File: config.mk
export PLATFORM = sky130hd
export DESIGN_NAME = rr_sel_arbiter_4ch
export DESIGN_NICKNAME = d
export VERILOG_FILES = /design/src/rtl/mux_arb_pkg.sv /design/src/rtl/rr_pick.sv /design/src/rtl/rr_sel_arbiter_4ch.sv
export SDC_FILE = /design/constraint.sdc
export NUM_CORES = 1
export LEC_CHECK = 0
export BUFFER_PORTS_ARGS = -buffer_cell sky130_fd_sc_hd__buf_2
export CAP_MARGIN = 20
export CORE_ASPECT_RATIO = 0.8
export CORE_MARGIN = 3
export CORE_UTILIZATION = 30
export CTS_CLUSTER_DIAMETER = 200
export DETAILED_ROUTE_END_ITERATION = 16
export GPL_ROUTABILITY_DRIVEN = 0
export SLEW_MARGIN = 10
export SYNTH_ARGS = -nofsm -noshare
export SYNTH_HDL_FRONTEND = slang
export SYNTH_SLANG_ARGS = --single-unit
File: constraint.sdc
create_clock -name clk -period 4.9 [get_ports clk]
set_input_delay 0.245 -clock clk [delete_from_list [all_inputs] [get_ports clk]]
set_output_delay 0.245 -clock clk [all_outputs]
set_load 0.03 [all_outputs]
File: src/rtl/mux_arb_pkg.sv
// Shared definitions for the 4-channel round-robin select arbiter.
// Holds the channel, select and counter widths, the arbiter state encoding,
// and a one-hot to binary index helper.
package mux_arb_pkg;

   localparam int NUM_CH = 4;
   localparam int SEL_W  = 2;
   localparam int CNT_W  = 8;

   typedef enum logic [0:0] {
      IDLE  = 1'b0,
      GRANT = 1'b1
   } arb_state_t;

   // Binary index of a one-hot vector; an all-zero vector maps to index 0.
   function automatic logic [SEL_W-1:0] onehot_to_idx(input logic [NUM_CH-1:0] oh);
      logic [SEL_W-1:0] idx;
      idx = 2'd0;
      for (int i = 0; i < NUM_CH; i++) begin
         idx = idx | (oh[i] ? SEL_W'(i) : 2'd0);
      end
      return idx;
   endfunction

endpackage

File: src/rtl/rr_pick.sv
// Combinational rotating-priority picker.
// Searches mask starting at channel last+1 and wrapping modulo 4, so the
// channel named by last has the lowest priority. any is low for an empty mask.
module rr_pick
   import mux_arb_pkg::*;
(
   input  logic [NUM_CH-1:0] mask,
   input  logic [SEL_W-1:0]  last,
   output logic [SEL_W-1:0]  idx,
   output logic              any
);

   logic [SEL_W-1:0] cand_s;

   // First set bit of mask in rotating order after last.
   always_comb begin
      idx    = 2'd0;
      any    = 1'b0;
      cand_s = last;
      for (int k = 1; k <= NUM_CH; k++) begin
         cand_s = last + SEL_W'(k);
         if (mask[cand_s] && !any) begin
            idx = cand_s;
            any = 1'b1;
         end else begin
            idx = idx;
            any = any;
         end
      end
   end

endmodule

File: src/rtl/rr_sel_arbiter_4ch.sv
// Registered round-robin arbiter for four requesters feeding a 4:1 data mux.
// sel[1] drives mux s0 and sel[0] drives mux s1. The owner is preempted after
// MAX_HOLD cycles when another channel is requesting.
// Optional build macro ARB_LOCK_EN adds a lock input that suppresses the
// timeout preemption while asserted.
module rr_sel_arbiter_4ch
   import mux_arb_pkg::*;
#(
   parameter int MAX_HOLD = 8
)
(
   input  logic              clk,
   input  logic              rst_n,
   input  logic [NUM_CH-1:0] req,
`ifdef ARB_LOCK_EN
   input  logic              lock,
`endif
   output logic [NUM_CH-1:0] grant,
   output logic [SEL_W-1:0]  sel,
   output logic              valid,
   output logic [CNT_W-1:0]  hold_cnt
);

   localparam logic [CNT_W-1:0] HOLD_LIM = CNT_W'(MAX_HOLD - 1);
   localparam logic [CNT_W-1:0] CNT_MAX  = {CNT_W{1'b1}};

   arb_state_t        state_r,    state_nxt_s;
   logic [NUM_CH-1:0] grant_r,    grant_nxt_s;
   logic [SEL_W-1:0]  sel_r,      sel_nxt_s;
   logic              valid_r,    valid_nxt_s;
   logic [CNT_W-1:0]  hold_cnt_r, hold_cnt_nxt_s;
   logic [SEL_W-1:0]  last_r,     last_nxt_s;

   logic [NUM_CH-1:0] others_s;
   logic              owner_req_s;
   logic              lock_s;
   logic [SEL_W-1:0]  full_idx_s, oth_idx_s;
   logic              full_any_s, oth_any_s;

`ifdef ARB_LOCK_EN
   assign lock_s = lock;
`else
   assign lock_s = 1'b0;
`endif

   // While granted, sel_r names the current owner.
   assign owner_req_s = req[sel_r];
   assign others_s    = req & ~(4'b0001 << sel_r);

   // Fresh pick from idle rotates after the last owner.
   rr_pick u_pick_full (
      .mask (req),
      .last (last_r),
      .idx  (full_idx_s),
      .any  (full_any_s)
   );

   // Handoff pick rotates after the current owner, which becomes the new last.
   rr_pick u_pick_oth (
      .mask (others_s),
      .last (sel_r),
      .idx  (oth_idx_s),
      .any  (oth_any_s)
   );

   // Next-state, next-grant, pointer and hold-counter decisions.
   always_comb begin
      state_nxt_s    = state_r;
      grant_nxt_s    = grant_r;
      hold_cnt_nxt_s = hold_cnt_r;
      last_nxt_s     = last_r;
      case (state_r)
         IDLE: begin
            hold_cnt_nxt_s = 8'd0;
            if (full_any_s) begin
               state_nxt_s = GRANT;
               grant_nxt_s = 4'b0001 << full_idx_s;
            end else begin
               state_nxt_s = IDLE;
               grant_nxt_s = 4'b0000;
            end
         end
         GRANT: begin
            if (!owner_req_s) begin
               // Owner released: hand off without a bubble, or go idle.
               last_nxt_s     = sel_r;
               hold_cnt_nxt_s = 8'd0;
               if (oth_any_s) begin
                  grant_nxt_s = 4'b0001 << oth_idx_s;
               end else begin
                  state_nxt_s = IDLE;
                  grant_nxt_s = 4'b0000;
               end
            end else if (oth_any_s && (hold_cnt_r >= HOLD_LIM) && !lock_s) begin
               // Contested owner has used its window: preempt.
               last_nxt_s     = sel_r;
               hold_cnt_nxt_s = 8'd0;
               grant_nxt_s    = 4'b0001 << oth_idx_s;
            end else begin
               hold_cnt_nxt_s = (hold_cnt_r == CNT_MAX) ? CNT_MAX : hold_cnt_r + 8'd1;
            end
         end
         default: begin
            state_nxt_s    = IDLE;
            grant_nxt_s    = 4'b0000;
            hold_cnt_nxt_s = 8'd0;
         end
      endcase
      sel_nxt_s   = onehot_to_idx(grant_nxt_s);
      valid_nxt_s = |grant_nxt_s;
   end

   // State, registered outputs and last-owner pointer with synchronous reset.
   always_ff @(posedge clk) begin
      if (!rst_n) begin
         state_r    <= IDLE;
         grant_r    <= 4'b0000;
         sel_r      <= 2'd0;
         valid_r    <= 1'b0;
         hold_cnt_r <= 8'd0;
         last_r     <= 2'd3;
      end else begin
         state_r    <= state_nxt_s;
         grant_r    <= grant_nxt_s;
         sel_r      <= sel_nxt_s;
         valid_r    <= valid_nxt_s;
         hold_cnt_r <= hold_cnt_nxt_s;
         last_r     <= last_nxt_s;
      end
   end

   assign grant    = grant_r;
   assign sel      = sel_r;
   assign valid    = valid_r;
   assign hold_cnt = hold_cnt_r;

endmodule

# After elaboration in Yosys (flattened, before gate mapping)
# Cells that the tools add are included.
dict set report totals {
  ff_bits 18
  inputBits 6
  out_inout_bits 15
  word_cells 99
}
dict set report op_classes {
  n_addsub 7
  n_lt_le_gt_ge 9
  n_eq_ne 2
  shifts 3
  muxes 52
  bitwise_logic 5
  n_reduce_logical 15
}
# op count
set ops {}
lappend ops {{less-than comparator 2 x 3 -> 1 bit, second input constant} 8}
lappend ops {{two-way mux 2 bit} 12}
lappend ops {{two-way mux 8 bit} 3}
lappend ops {{two-way mux 1 bit} 21}
lappend ops {{binary-select mux 1 bit (select 2 bit)} 9}
lappend ops {{two-way mux 4 bit} 4}
lappend ops {{case mux 8 bit (2 select lines)} 1}
lappend ops {{<< shifter 1 x 2 -> 4 bit, first input constant} 3}
lappend ops {{adder 2 bit, second input constant} 4}
lappend ops {{adder 8 x 1 -> 8 bit, second input constant} 1}
lappend ops {{equality test 8 bit, second input constant} 1}
lappend ops {{>= comparator 8 x 3 -> 1 bit, second input constant} 1}
lappend ops {{case mux 4 bit (2 select lines)} 1}
lappend ops {{logical AND 1 bit} 7}
lappend ops {{zero test 1 bit} 6}
lappend ops {{adder 2 x 1 -> 2 bit, second input constant} 2}
lappend ops {{AND 4 bit} 1}
lappend ops {{NOT 4 bit} 1}
lappend ops {{OR reduction 4 bit} 1}
lappend ops {{inequality test 2 x 1 -> 1 bit, second input constant} 1}
lappend ops {{OR 1 x 2 -> 2 bit} 1}
lappend ops {{OR 2 bit} 1}
lappend ops {{case mux 1 bit (2 select lines)} 1}
lappend ops {{AND reduction 2 bit} 1}
lappend ops {{NOT 1 bit} 1}

# Logic depth before layout (Yosys ltp)
# Gate-level depths: netlist (run 1).
dict set report logic_depth {
  word_depth 22
  depth_mapped 9
  depth_no_buf 7
}

# Modules after synthesis
# Synthesis (run 1) repeated with hierarchy kept, for this count alone.
dict set report unflattened {
  cells_unflattened 127
  area_unflattened_um2 1079.8
}
# mod n_inst cells_each area_per_inst_um2 seq_area_each_um2
set modules_own_cells {}
lappend modules_own_cells {rr_sel_arbiter_4ch 1 99 897.1 360.3}
lappend modules_own_cells {rr_pick 2 14 91.3 0.0}

# Worst setup path after synthesis (run 1)
# Ideal clock, no wire load.
dict set report synth_timing {
  kind {reg-to-reg}
  start {register sel_r[0] (netlist: sel[0])}
  end {register grant_r[2] (netlist: grant[2])}
  setup_ns 0.093
  t_arrival_ns 2.404
  t_required_ns 4.807
  slack_ns 2.402
  path_stages_with_launch 9
  n_path_buf 1
  period_less_slack_ns 2.498
  cell_sequence {dfxtp_1 -> buf_6 -> inv_1 -> ha_1 -> nand2b_2 -> mux4_2 -> o311a_1 -> a31o_1 -> o311ai_2}
}
dict set report synth_between {
  elab_chain_cells 19
  elab_cells_between_ends 36
  cone_classes {3 x add/sub; 2 x shift; 22 x mux; 2 x bitwise; 7 x reduce/logical}
}
# item line_no
set synth_rtl {}
lappend synth_rtl {{start: declaration} rr_sel_arbiter_4ch.sv:29} ;# logic [SEL_W-1:0] sel_r, sel_nxt_s;
lappend synth_rtl {{start signal: assignment} rr_sel_arbiter_4ch.sv:125} ;# sel_r <= sel_nxt_s;
lappend synth_rtl {{parallel branches: the longest is 17 deep, another holds adder 2 x 1 -> 2 bit} -}
lappend synth_rtl {{two-way mux 4 bit *} rr_sel_arbiter_4ch.sv:84} ;# if (!owner_req_s) begin
lappend synth_rtl {{case mux 4 bit (2 select lines) *} rr_sel_arbiter_4ch.sv:72} ;# case (state_r)
lappend synth_rtl {{end signal: assignment} rr_sel_arbiter_4ch.sv:124} ;# grant_r <= grant_nxt_s;
lappend synth_rtl {{end: declaration} rr_sel_arbiter_4ch.sv:28} ;# logic [NUM_CH-1:0] grant_r, grant_nxt_s;
# Every way passes the cells marked *. The select of a mux whose other input is x is not followed.
# A chain may end at the register's enable or synchronous reset.

# Worst setup path after layout (run 1)
dict set report layout_timing {
  start {register sel_r[0] (netlist: sel[0])}
  end {register sel_r[0] (netlist: sel[0])}
}
dict set report layout_between {
  elab_chain_cells 22
  elab_cells_between_ends 40
  cone_classes {3 x add/sub; 2 x shift; 24 x mux; 4 x bitwise; 7 x reduce/logical}
}
# item line_no
set layout_rtl {}
lappend layout_rtl {{parallel branches: the longest is 17 deep, another holds adder 2 x 1 -> 2 bit} -}
lappend layout_rtl {{two-way mux 4 bit *} rr_sel_arbiter_4ch.sv:84}
lappend layout_rtl {{case mux 4 bit (2 select lines) *} rr_sel_arbiter_4ch.sv:72}
lappend layout_rtl {{two-way mux 1 bit} mux_arb_pkg.sv:20} ;# idx = idx | (oh[i] ? SEL_W'(i) : 2'd0);
lappend layout_rtl {{OR 1 x 2 -> 2 bit} mux_arb_pkg.sv:20}
lappend layout_rtl {{OR 2 bit *} mux_arb_pkg.sv:20}
# Marked as above.

==> flow_metrics.py, run 1 <==
metrics = {
    "min_path": {
        "hold_start": "rst_n",
        "hold_class": "in2reg",
        "worstHoldPathCells": 2,
    },
    "power": {
        "power_density_nw_per_um2": 317,
        "ir_drop_mv": 0.132,
        "p_leak_nw": 0.567,
    },
    "global_route": {
        "grt_pass1_vias": 966,
        "antenna_found_initial": 0,
        "grt_max_degree": 13,
        "overflow": 0,
        "grt_first_pass_wirelength_um": 4550,
        "grtUsageTotal_pct": 12.7,
    },
    "timing": {
        "slew_violations": 0,
        "setup_viol": 0,
        "hold_viol": 0,
        "fin_crit_sh_pct": 52.8,
        "slew_headroom_pct": 58.3,
        "fmax_mhz": 387,
        "skew_ns": 0.00531,
        "finalWorstSetupSlack_ns": 2.31,
        "period_needed_ns": 2.59,
        "fin_tns_setup_ns": 0,
        "rsz0062_at_grt": "no",
        "worst_pin_slew_ns": 0.619,
    },
    "status": {
        "status": "finished clean",
    },
    "worst_setup_path": {
        "critPathLaunch": "sel[0]",
        "path_max_fanout": 12,
        "crit_path_end_kind": "register",
        "reg2reg_depth": 7,
        "crit_required_ns": 5.02,
        "crit_path_start_kind": "register",
        "reg2reg_from": "sel[0]",
        "crit_type": "reg2reg",
        "cp.arrival_ns": 2.71,
    },
    "finish": {
        "final_layout_size_suffix_gt1_share_pct": 21.9,
        "nFillCells": 369,
        "fin_nets": 164,
        "syn_to_final_growth_pct": 16.3,
        "seq_area_sq_um": 360,
        "multiInputGateArea_sq_um": 773,
        "antennaDiodeCount": 0,
        "postLayoutCellArea_sq_um": 1360,
    },
    "die": {
        "core-area_sq_um": 3590,
        "std_cell_rows": 19,
        "die_w_um": 75.8,
        "die_h_um": 61.8,
        "initial_core_util_pct": 32.6,
        "io_pins": 21,
        "die-area_sq_um": 4690,
    },
    "drt": {
        "drt-met1-wl_um": 1400,
        "vias_per_cell": 5.39,
        "drt_pass1_iterations": 4,
        "drtAntennaViolNets": 0,
        "drtIter0Drc": 82,
        "vias": 1094,
        "wl_um": 2820,
        "wl_met2_um": 1220,
        "wire_per_inst_um": 13.9,
        "drc": 0,
        "routed.top_layer": "met4",
        "met3_length_um": 185,
    },
    "clocking": {
        "cts_made_buffers": 3,
        "clk_pin_slew_ns": 0.07,
        "cts_tree": "done",
        "cts_resized": 0,
        "hold_buffers": 0,
        "cts_setup_buffers": 0,
        "htree_levels": 1,
        "clock-root-buffer": "clkbuf_8",
        "clock_sinks": 18,
        "clock_path_buffers": 2,
        "clock_latency_ns": 0.25,
    },
    "synthesis": {
        "avgSynthCellArea_sq_um": 8.99,
        "ys_warn_count": 0,
        "synth.distinct_cells": 47,
        "syn_inst": 130,
        "synth_edf_count": 0,
        "syn_nets": 141,
        "seq_area_frac_synth_pct": 30.8,
        "synthFlopType": "dfxtp_1",
        "synth_area_sq_um": 1170,
        "yosys_register_bits": 18,
        "async_flop_share_pct": 0,
    },
    "placement": {
        "dp_hpwl_um": 2210,
        "io_buffers": 20,
        "place_area_sq_um": 1320,
        "pre_cts_slack_ns": 2.31,
    },
    "flow_run": {
        "maxCapViolations": 0,
    },
}
-- synthesized netlist by cell type, types with 3 or more instances --
| cell | n | area (sq um) |
|---|---|---|
| a21o_1 | 3 | 22.5 |
| a21oi_1 | 9 | 45.0 |
| a31oi_1 | 4 | 25.0 |
| and3_1 | 3 | 18.8 |
| dfxtp_1 | 18 | 360 |
| ha_1 | 5 | 62.6 |
| inv_1 | 5 | 18.8 |
| nand2_1 | 12 | 45.0 |
| nand2b_1 | 6 | 37.5 |
| nand3_1 | 7 | 35.0 |
| nor2_1 | 8 | 30.0 |
| nor3_1 | 3 | 15.0 |
| o221ai_1 | 4 | 35.0 |
| xor2_1 | 3 | 26.3 |
-- layer usage --
metal | vias up | track usage, %
li1 | 547 | -
met1 | 514 | 18.9
met2 | 31 | 17.8
met3 | 2 | 4.18
met4 | 0 | 2.74
met5 | - | 0
-- through the flow --
| stage | util (%) | hold slack [ns] | std cells | power [mW] |
|---|---|---|---|---|
| floorplan | - | 0.336 | 130 | 0.296 |
| global placement | 36.7 | 0.499 | 200 | 0.328 |
| detailed placement | 36.7 | 0.493 | 200 | 0.333 |
| CTS | 37.9 | 0.228 | 203 | 0.435 |
| global route | 37.9 | 0.236 | 203 | 0.463 |
| finish | 37.9 | 0.238 | 203 | 0.431 |
-- layout make-up --
type	count	share of cell area, %
inverter	5	1.38
timing repair buffer	20	7.37
tap	52	4.79
sequential	18	26.5
multi-input combinational	105	56.9
clock buffer	3	3.04
-- cells by family (layout without fill, tap and decap cells) --
| kind of cell | Yosys count | in the layout | share of synthesized area (%) |
|---|---|---|---|
| xor+xnor | 4 | 4 | 3.00 |
| fa+ha+maj | 5 | 5 | 5.35 |
| mux | 4 | 4 | 5.57 |
| simple gates | 51 | 51 | 24.4 |
| flops | 18 | 18 | 30.8 |
| compound gates | 41 | 41 | 27.8 |
| buf+inv | 7 | 28 | 3.00 |
-- flip-flops by register name, indices dropped and copies added, names as in the netlist --
| register | count |
|---|---|
| grant | 4 |
| hold_cnt | 8 |
| last_r | 2 |
| sel | 2 |
| state_r | 1 |
| valid | 1 |
-- report_power, final --
| group | switching, mW | internal (mW) |
|---|---|---|
| Sequential | 0.0157 | 0.159 |
| Combinational | 0.0975 | 0.0580 |
| Clock | 0.0464 | 0.0546 |
-- worst max-delay path, cell delays in order (launching register included) --
cell and delay (ns):
dfxtp_1 0.55, inv_1 0.18, ha_1 0.23, nand2b_1 0.21, mux4_2 0.51, o311a_1 0.34
a311oi_1 0.29, o221ai_1 0.14
-- final timing paths --
check | slack (ns) | endpoint
max reg2reg | 2.31 | sel[0]
max | 2.31 | sel[0]
min reg2reg | 0.52 | hold_cnt[0]
min | 0.24 | last_r[1]
-- cells in the final DEF (no fill, tap or decap), types with 2 or more instances in the layout --
cell / n
a21oi_1: 9
dfxtp_1: 18
clkbuf_8: 3
o311ai_0: 2
o21ai_0: 2
and3_1: 3
a31oi_1: 4
o21a_1: 2
mux4_2: 2
nand2b_1: 6
o2111ai_1: 2
ha_1: 5
o21bai_1: 2
nand2_1: 12
mux2i_1: 2
buf_2: 20
nand3_1: 7
a21o_1: 3
xor2_1: 3
o221ai_1: 4
nor3_1: 3
nor2_1: 8
inv_1: 5
No activity file was read; power rests on OpenSTA's default activity.
==> inputs of run 2 (changes only) <==
--- a/config.mk
+++ b/config.mk
@@ -5,6 +5,7 @@
 export SDC_FILE = /design/constraint.sdc
 export NUM_CORES = 1
 export LEC_CHECK = 0
+export ABC_AREA = 1
 export BUFFER_PORTS_ARGS = -buffer_cell sky130_fd_sc_hd__buf_2
 export CAP_MARGIN = 20
 export CORE_ASPECT_RATIO = 0.8
==> constraint.sdc (replaced) <==
create_clock -name clk -period 2.7 [get_ports clk]
set_input_delay 0.135 -clock clk [delete_from_list [all_inputs] [get_ports clk]]
set_output_delay 0.135 -clock clk [all_outputs]
set_load 0.03 [all_outputs]
==> run 2 against run 1 <==
Power grew to 3.9 times the previous value. Non-clock buffer count is 1 higher. Synthesized cell count is 72% higher. Area after synthesis is 27% higher. Clock power is 120% higher. Highest routed layer unchanged. Critical endpoint is now valid. Fmax is 15% higher. Worst setup slack worse by 1.9 ns. Sequential share of layout area is 5.1 points lower.
==> flow_metrics.py, run 2 <==
metrics = {
    "power": {
        "power_mw": 1.68,
        "power_density_nw_per_um2": 998,
        "p_leak_nw": 0.839,
        "ir_drop_mv": 0.595,
    },
    "worst_setup_path": {
        "reg2reg_depth": 16,
        "critPathLaunch": "sel[0]",
        "cp.arrival_ns": 2.39,
        "cp_slowest_stage_delay_ns": 0.54,
        "crit_path_end_kind": "register",
        "crit_type": "reg2reg",
        "path_max_fanout": 11,
        "cpMostUsedCell": "nand2_1",
        "crit_path_end": "valid",
        "crit_chain": "inv_6 -> ha_1 -> inv_1 -> nand3_4 -> nand3_1 -> nand2_2 -> nand2_1 -> nand2_1 -> nand2_1 -> o21ai_1 -> nand2_1 -> nand2_1 -> a21oi_2 -> nand2_1 -> nand2_1 -> nand2_1",
        "worstReg2RegEnd": "valid",
        "r2r_slack_ns": 0.46,
        "crit_path_start_kind": "register",
        "crit_required_ns": 2.85,
        "reg2reg_from": "sel[0]",
        "cp_slowest_cell": "dfxtp_1",
    },
    "finish": {
        "syn_to_final_growth_pct": 13.6,
        "antennaDiodeCount": 0,
        "largest_register_ffs": 8,
        "fin_nets": 258,
        "multiInputGateArea_sq_um": 940,
        "seq_area_sq_um": 360,
        "postLayoutCellArea_sq_um": 1680,
        "instances_no_fill": 306,
        "final_layout_size_suffix_gt1_share_pct": 25.6,
        "layout_common_cells": "60 x nand2_1, 29 x inv_1, 20 x buf_2, 18 x nand3_1, 18 x dfxtp_1",
        "final_common_cell": "nand2_1",
        "nFillCells": 532,
    },
    "drt": {
        "drtIter0Drc": 71,
        "wl_um": 3040,
        "drt_pass1_iterations": 4,
        "vias": 1360,
        "drc": 0,
        "drtAntennaViolNets": 0,
        "vias_per_cell": 4.44,
        "wire_per_inst_um": 9.95,
    },
    "global_route": {
        "grt_first_pass_wirelength_um": 5180,
        "grtUsageTotal_pct": 10.9,
        "antenna_found_initial": 0,
        "grt_pass1_vias": 1135,
        "overflow": 0,
        "grt_max_degree": 12,
    },
    "synthesis": {
        "netlist_top_cells_count": "60 x nand2_1, 29 x inv_1, 18 x dfxtp_1, 18 x nand3_1, 13 x nor2_1",
        "seq_area_frac_synth_pct": 24.4,
        "ys_warn_count": 0,
        "synthFlopType": "dfxtp_1",
        "synth_area_leader_cell": "dfxtp_1",
        "async_flop_share_pct": 0,
        "synthTopCellsByArea": "dfxtp_1 24%, nand2_1 15%, inv_1 7.4%, nand3_1 6.1%, ha_1 4.2%",
        "syn_nets": 235,
        "yosysMostFrequentCell": "nand2_1",
        "syn_inst": 224,
        "synth_top_area_share_pct": 24.4,
        "synth_area_sq_um": 1480,
        "synth_edf_count": 0,
        "synth.distinct_cells": 33,
        "yosys_register_bits": 18,
        "avgSynthCellArea_sq_um": 6.60,
    },
    "placement": {
        "numPlacedInstances": 302,
        "io_buffers": 20,
        "place_area_sq_um": 1630,
        "dp_hpwl_um": 2480,
    },
    "clocking": {
        "hold_buffers": 0,
        "clock_path_buffers": 2,
        "clk_pin_slew_ns": 0.07,
        "clock-root-buffer": "clkbuf_8",
        "cts_tree": "done",
        "clock_sinks": 18,
        "cts_made_buffers": 3,
        "htree_levels": 1,
        "cts_resized": 0,
        "cts_setup_buffers": 0,
        "clock_latency_ns": 0.25,
    },
    "timing": {
        "fmax_mhz": 446,
        "holdWs_ns": 0.159,
        "skew_ns": 0.00217,
        "fin_tns_setup_ns": 0,
        "slew_headroom_pct": 69.2,
        "fin_crit_sh_pct": 83.0,
        "rsz0062_at_grt": "no",
        "setup_viol": 0,
        "slew_violations": 0,
        "hold_viol": 0,
        "worst_pin_slew_ns": 0.462,
        "period_needed_ns": 2.24,
    },
    "status": {
        "status": "finished clean",
    },
    "die": {
        "die_h_um": 68.8,
        "io_pins": 21,
        "core-area_sq_um": 4680,
        "die_w_um": 84.5,
        "std_cell_rows": 22,
        "die-area_sq_um": 5810,
        "initial_core_util_pct": 31.6,
    },
    "min_path": {
        "hold_class": "in2reg",
    },
    "flow_run": {
        "maxCapViolations": 0,
    },
}
-- run 2: cell count changes after synthesis, sizes merged, moves of 4 or more --
cell	change
o221ai	-4
nor2	+9
o21ai	+11
o311ai	-4
nand2	+60
nand3	+19
nand2b	-7
inv	+31
-- run 2: report_power, final --
group / leakage (nW) / internal [mW] / switching (mW) / total (mW)
clock: 0.0288 / 0.130 / 0.0910 / 0.221
sequential: 0.147 / 0.326 / 0.0742 / 0.400
combinational: 0.663 / 0.353 / 0.703 / 1.06
-- run 2: stage by stage --
stage / utilization [%] / setup slack [ns]
floorplan: - / 0.532
global placement: 34.7 / 0.484
detailed placement: 34.7 / 0.502
CTS: 35.9 / 0.470
global route: 35.9 / 0.185
finish: 35.9 / 0.458
-- run 2: routing by layer --
layer / wire length, um / track usage [%]
met2: 1230 / 15.5
met1: 1700 / 16.6
met3: 97 / 2.49
met5: 0 / 0
met4: 19 / 1.78
-- run 2: layout make-up --
cell class                 instances  share of cell area (%)
inverter                          36                    8.49
tap                               60                    4.47
timing repair buffer              21                    6.40
multi-input combinational        167                    55.9
clock buffer                       4                    3.28
sequential                        18                    21.4
-- run 2: worst max-delay path, delay by kind of cell (launching register included) --
family	cells	cell delay (ns)
AOI/OAI and AO/OA	2	0.26
adders and majority gates	1	0.22
buffers and inverters	2	0.23
DFF	1	0.54
and+or+nand+nor	11	0.90
-- run 2: cells by family after synthesis --
logic type	share of synthesized area [%]
DFF	24.4
xor gates and xnor gates	1.69
buffers and inverters	12.1
adders and majority gates	4.23
AOI/OAI and AO/OA	13.9
and+or+nand+nor	43.7
-- run 2: how the worst min path moves through the flow --
stage / slack (ns) / endpoint / startpoint / cells past startpoint
finish: 0.16 / last_r[0] / rst_n / 2
global route: 0.17 / last_r[0] / rst_n / 2
CTS: 0.16 / last_r[0] / rst_n / 2
detailed placement: 0.42 / last_r[0] / rst_n / 2
global placement: 0.42 / last_r[0] / rst_n / 2
floorplan: 0.23 / last_r[0] / rst_n / 1
==> inputs of run 3 (changes only) <==
==> constraint.sdc (replaced) <==
create_clock -name clk -period 2 [get_ports clk]
set_input_delay 0.1 -clock clk [delete_from_list [all_inputs] [get_ports clk]]
set_output_delay 0.1 -clock clk [all_outputs]
set_load 0.03 [all_outputs]
==> run 3 against run 2 <==
Worst hold slack worse by 0.031 ns. Non-clock buffer count is 12 higher. Worst setup slack got worse by 0.38 ns. Die area did not move. Sequential cell count is the same. Core utilization rose by 4.4 points. Final cell count grew 3.9%. Wire length rose by 9.9%. Fmax increased by 17%. Final area is 12% higher. Register-to-register slack worse by 0.38 ns. Critical path type unchanged. Critical endpoint unchanged.
==> flow_metrics.py, run 3 (synthesis results as in run 2) <==
metrics = {
    "power": {
        "power_frac_seq_pct": 20.6,
        "p_clk_share_pct": 11.3,
        "ir_drop_mv": 0.667,
        "p_leak_nw": 0.916,
        "intPower_mw": 1.28,
        "swShare_pct": 50.6,
        "combPwrFrac_pct": 68.1,
        "power_density_nw_per_um2": 1370,
        "power_switching_mw": 1.31,
        "power_mw": 2.59,
    },
    "worst_setup_path": {
        "r2r_slack_ns": 0.08,
        "crit_chain": "inv_6 -> ha_4 -> inv_4 -> nand3_4 -> nand3_2 -> nand2_4 -> buf_4 -> nand4_1 -> nand3_1 -> nand2_1 -> nand2_1 -> a21oi_2 -> nand2_1 -> nand2_1 -> nand2_1",
        "crit_required_ns": 2.15,
        "reg2reg_from": "sel[0]",
        "worstReg2RegEnd": "valid",
        "cpMostUsedCell": "nand2_1",
        "crit_family": "simple AND/OR/NAND/NOR gates",
        "cp_slowest_stage_delay_ns": 0.40,
        "crit_path_end_kind": "register",
        "critPathLaunch": "sel[0]",
        "crit_path_start_kind": "register",
        "cp_slowest_cell": "dfxtp_4",
        "crit_path_end": "valid",
        "reg2reg_depth": 15,
        "path_max_fanout": 6,
        "path_buf_inv": 3,
        "cp.arrival_ns": 2.07,
        "cp.depth": 15,
        "crit_type": "reg2reg",
    },
    "die": {
        "die-area_sq_um": 5810,
        "initial_core_util_pct": 31.6,
        "std_cell_rows": 22,
        "die_w_um": 84.5,
        "die_h_um": 68.8,
        "core-area_sq_um": 4680,
        "io_pins": 21,
    },
    "drt": {
        "vias": 1458,
        "vias_per_cell": 4.58,
        "drtIter0Drc": 43,
        "drtAntennaViolNets": 0,
        "wire_per_inst_um": 10.5,
        "drc": 0,
        "wl_um": 3340,
        "drt_pass1_iterations": 4,
    },
    "placement": {
        "io_buffers": 20,
        "dp_hpwl_um": 2580,
        "pre_cts_slack_ns": -0.0422,
    },
    "global_route": {
        "grt_first_pass_wirelength_um": 5220,
        "grtUsageTotal_pct": 11.1,
        "grt_pass1_vias": 1189,
        "grt_max_degree": 12,
        "overflow": 0,
        "antenna_found_initial": 0,
    },
    "clocking": {
        "clock_path_buffers": 2,
        "clock_sinks": 18,
        "cts_tree": "done",
        "hold_buffers": 0,
        "clk_pin_slew_ns": 0.07,
        "clock-root-buffer": "clkbuf_8",
        "clock_latency_ns": 0.25,
        "htree_levels": 1,
        "cts_made_buffers": 3,
    },
    "timing": {
        "fin_tns_setup_ns": 0,
        "slew_violations": 0,
        "hold_viol": 0,
        "slew_headroom_pct": 76.5,
        "skew_ns": 0.00132,
        "worst_pin_slew_ns": 0.349,
        "holdWs_ns": 0.128,
        "period_needed_ns": 1.92,
        "fmax_mhz": 521,
        "finalWorstSetupSlack_ns": 0.0813,
        "fin_crit_sh_pct": 95.9,
        "setup_viol": 0,
    },
    "finish": {
        "antennaDiodeCount": 0,
        "layout_common_cells": "57 x nand2_1, 25 x inv_1, 20 x buf_2, 15 x dfxtp_1, 14 x nand3_1",
        "largest_register_ffs": 8,
        "final_util_pct": 40.3,
        "final_common_cell": "nand2_1",
        "syn_to_final_growth_pct": 27.4,
        "fin_nets": 270,
        "final_layout_size_suffix_gt1_share_pct": 37.2,
    },
    "flow_run": {
        "maxCapViolations": 0,
    },
    "min_path": {
        "hold_class": "in2reg",
    },
    "status": {
        "status": "finished clean",
    },
}
-- run 3: cell count changes in the layout (fill, tap and decap cells not counted), sizes merged --
cell	previous run	this run
buf	21	33
-- run 3: layout make-up --
type / instances / area [sq um]
inverters: 36 / 148
flip-flops and latches: 18 / 369
fillers: 515 / 2800
clock buffers: 4 / 55.1
repair buffers: 33 / 198
well taps: 60 / 75.1
multi-input cells: 167 / 1040
-- run 3: repair_timing --
item | 4_1_cts | 5_1_grt
setup endpoints to repair | 2 | 5
resized for setup | 1 | 27
buffers inserted | 2 | 4
pin swaps | 0 | 16
-- run 3: routing by layer --
metal / wire [um] / track usage (%) / up-vias
met1: 1740 / 15.8 / 636
met3: 94 / 2.73 / 2
met4: 25 / 3.36 / 0
met2: 1480 / 16.7 / 22
met5: 0 / 0 / -
li1: - / - / 798
-- run 3: how the worst min path moves through the flow --
stage	end	slack (ns)	from	cells after the start
2_1_floorplan	last_r[0]	0.20	rst_n	1
3_3_place_gp	last_r[0]	0.39	rst_n	2
4_1_cts	last_r[1]	0.12	rst_n	2
3_5_place_dp	last_r[1]	0.39	rst_n	2
5_1_grt	last_r[1]	0.13	rst_n	2
6_report	last_r[0]	0.13	rst_n	2
-- run 3: stage by stage --
step                      area (sq um)  std cells
after CTS                         1750        314
after global routing              1880        318
after floorplan                   1480        224
final                             1880        318
after global placement            1680        308
after detailed placement          1680        308
-- run 3: power groups by stage --
stage / Combinational (mW) / Sequential (mW) / Clock (mW)
6_report: 1.76 / 0.533 / 0.294
5_1_grt: 1.95 / 0.547 / 0.324
4_1_cts: 1.53 / 0.521 / 0.307
3_5_place_dp: 1.50 / 0.534 / 0
3_3_place_gp: 1.50 / 0.535 / 0
2_1_floorplan: 1.09 / 0.630 / 0
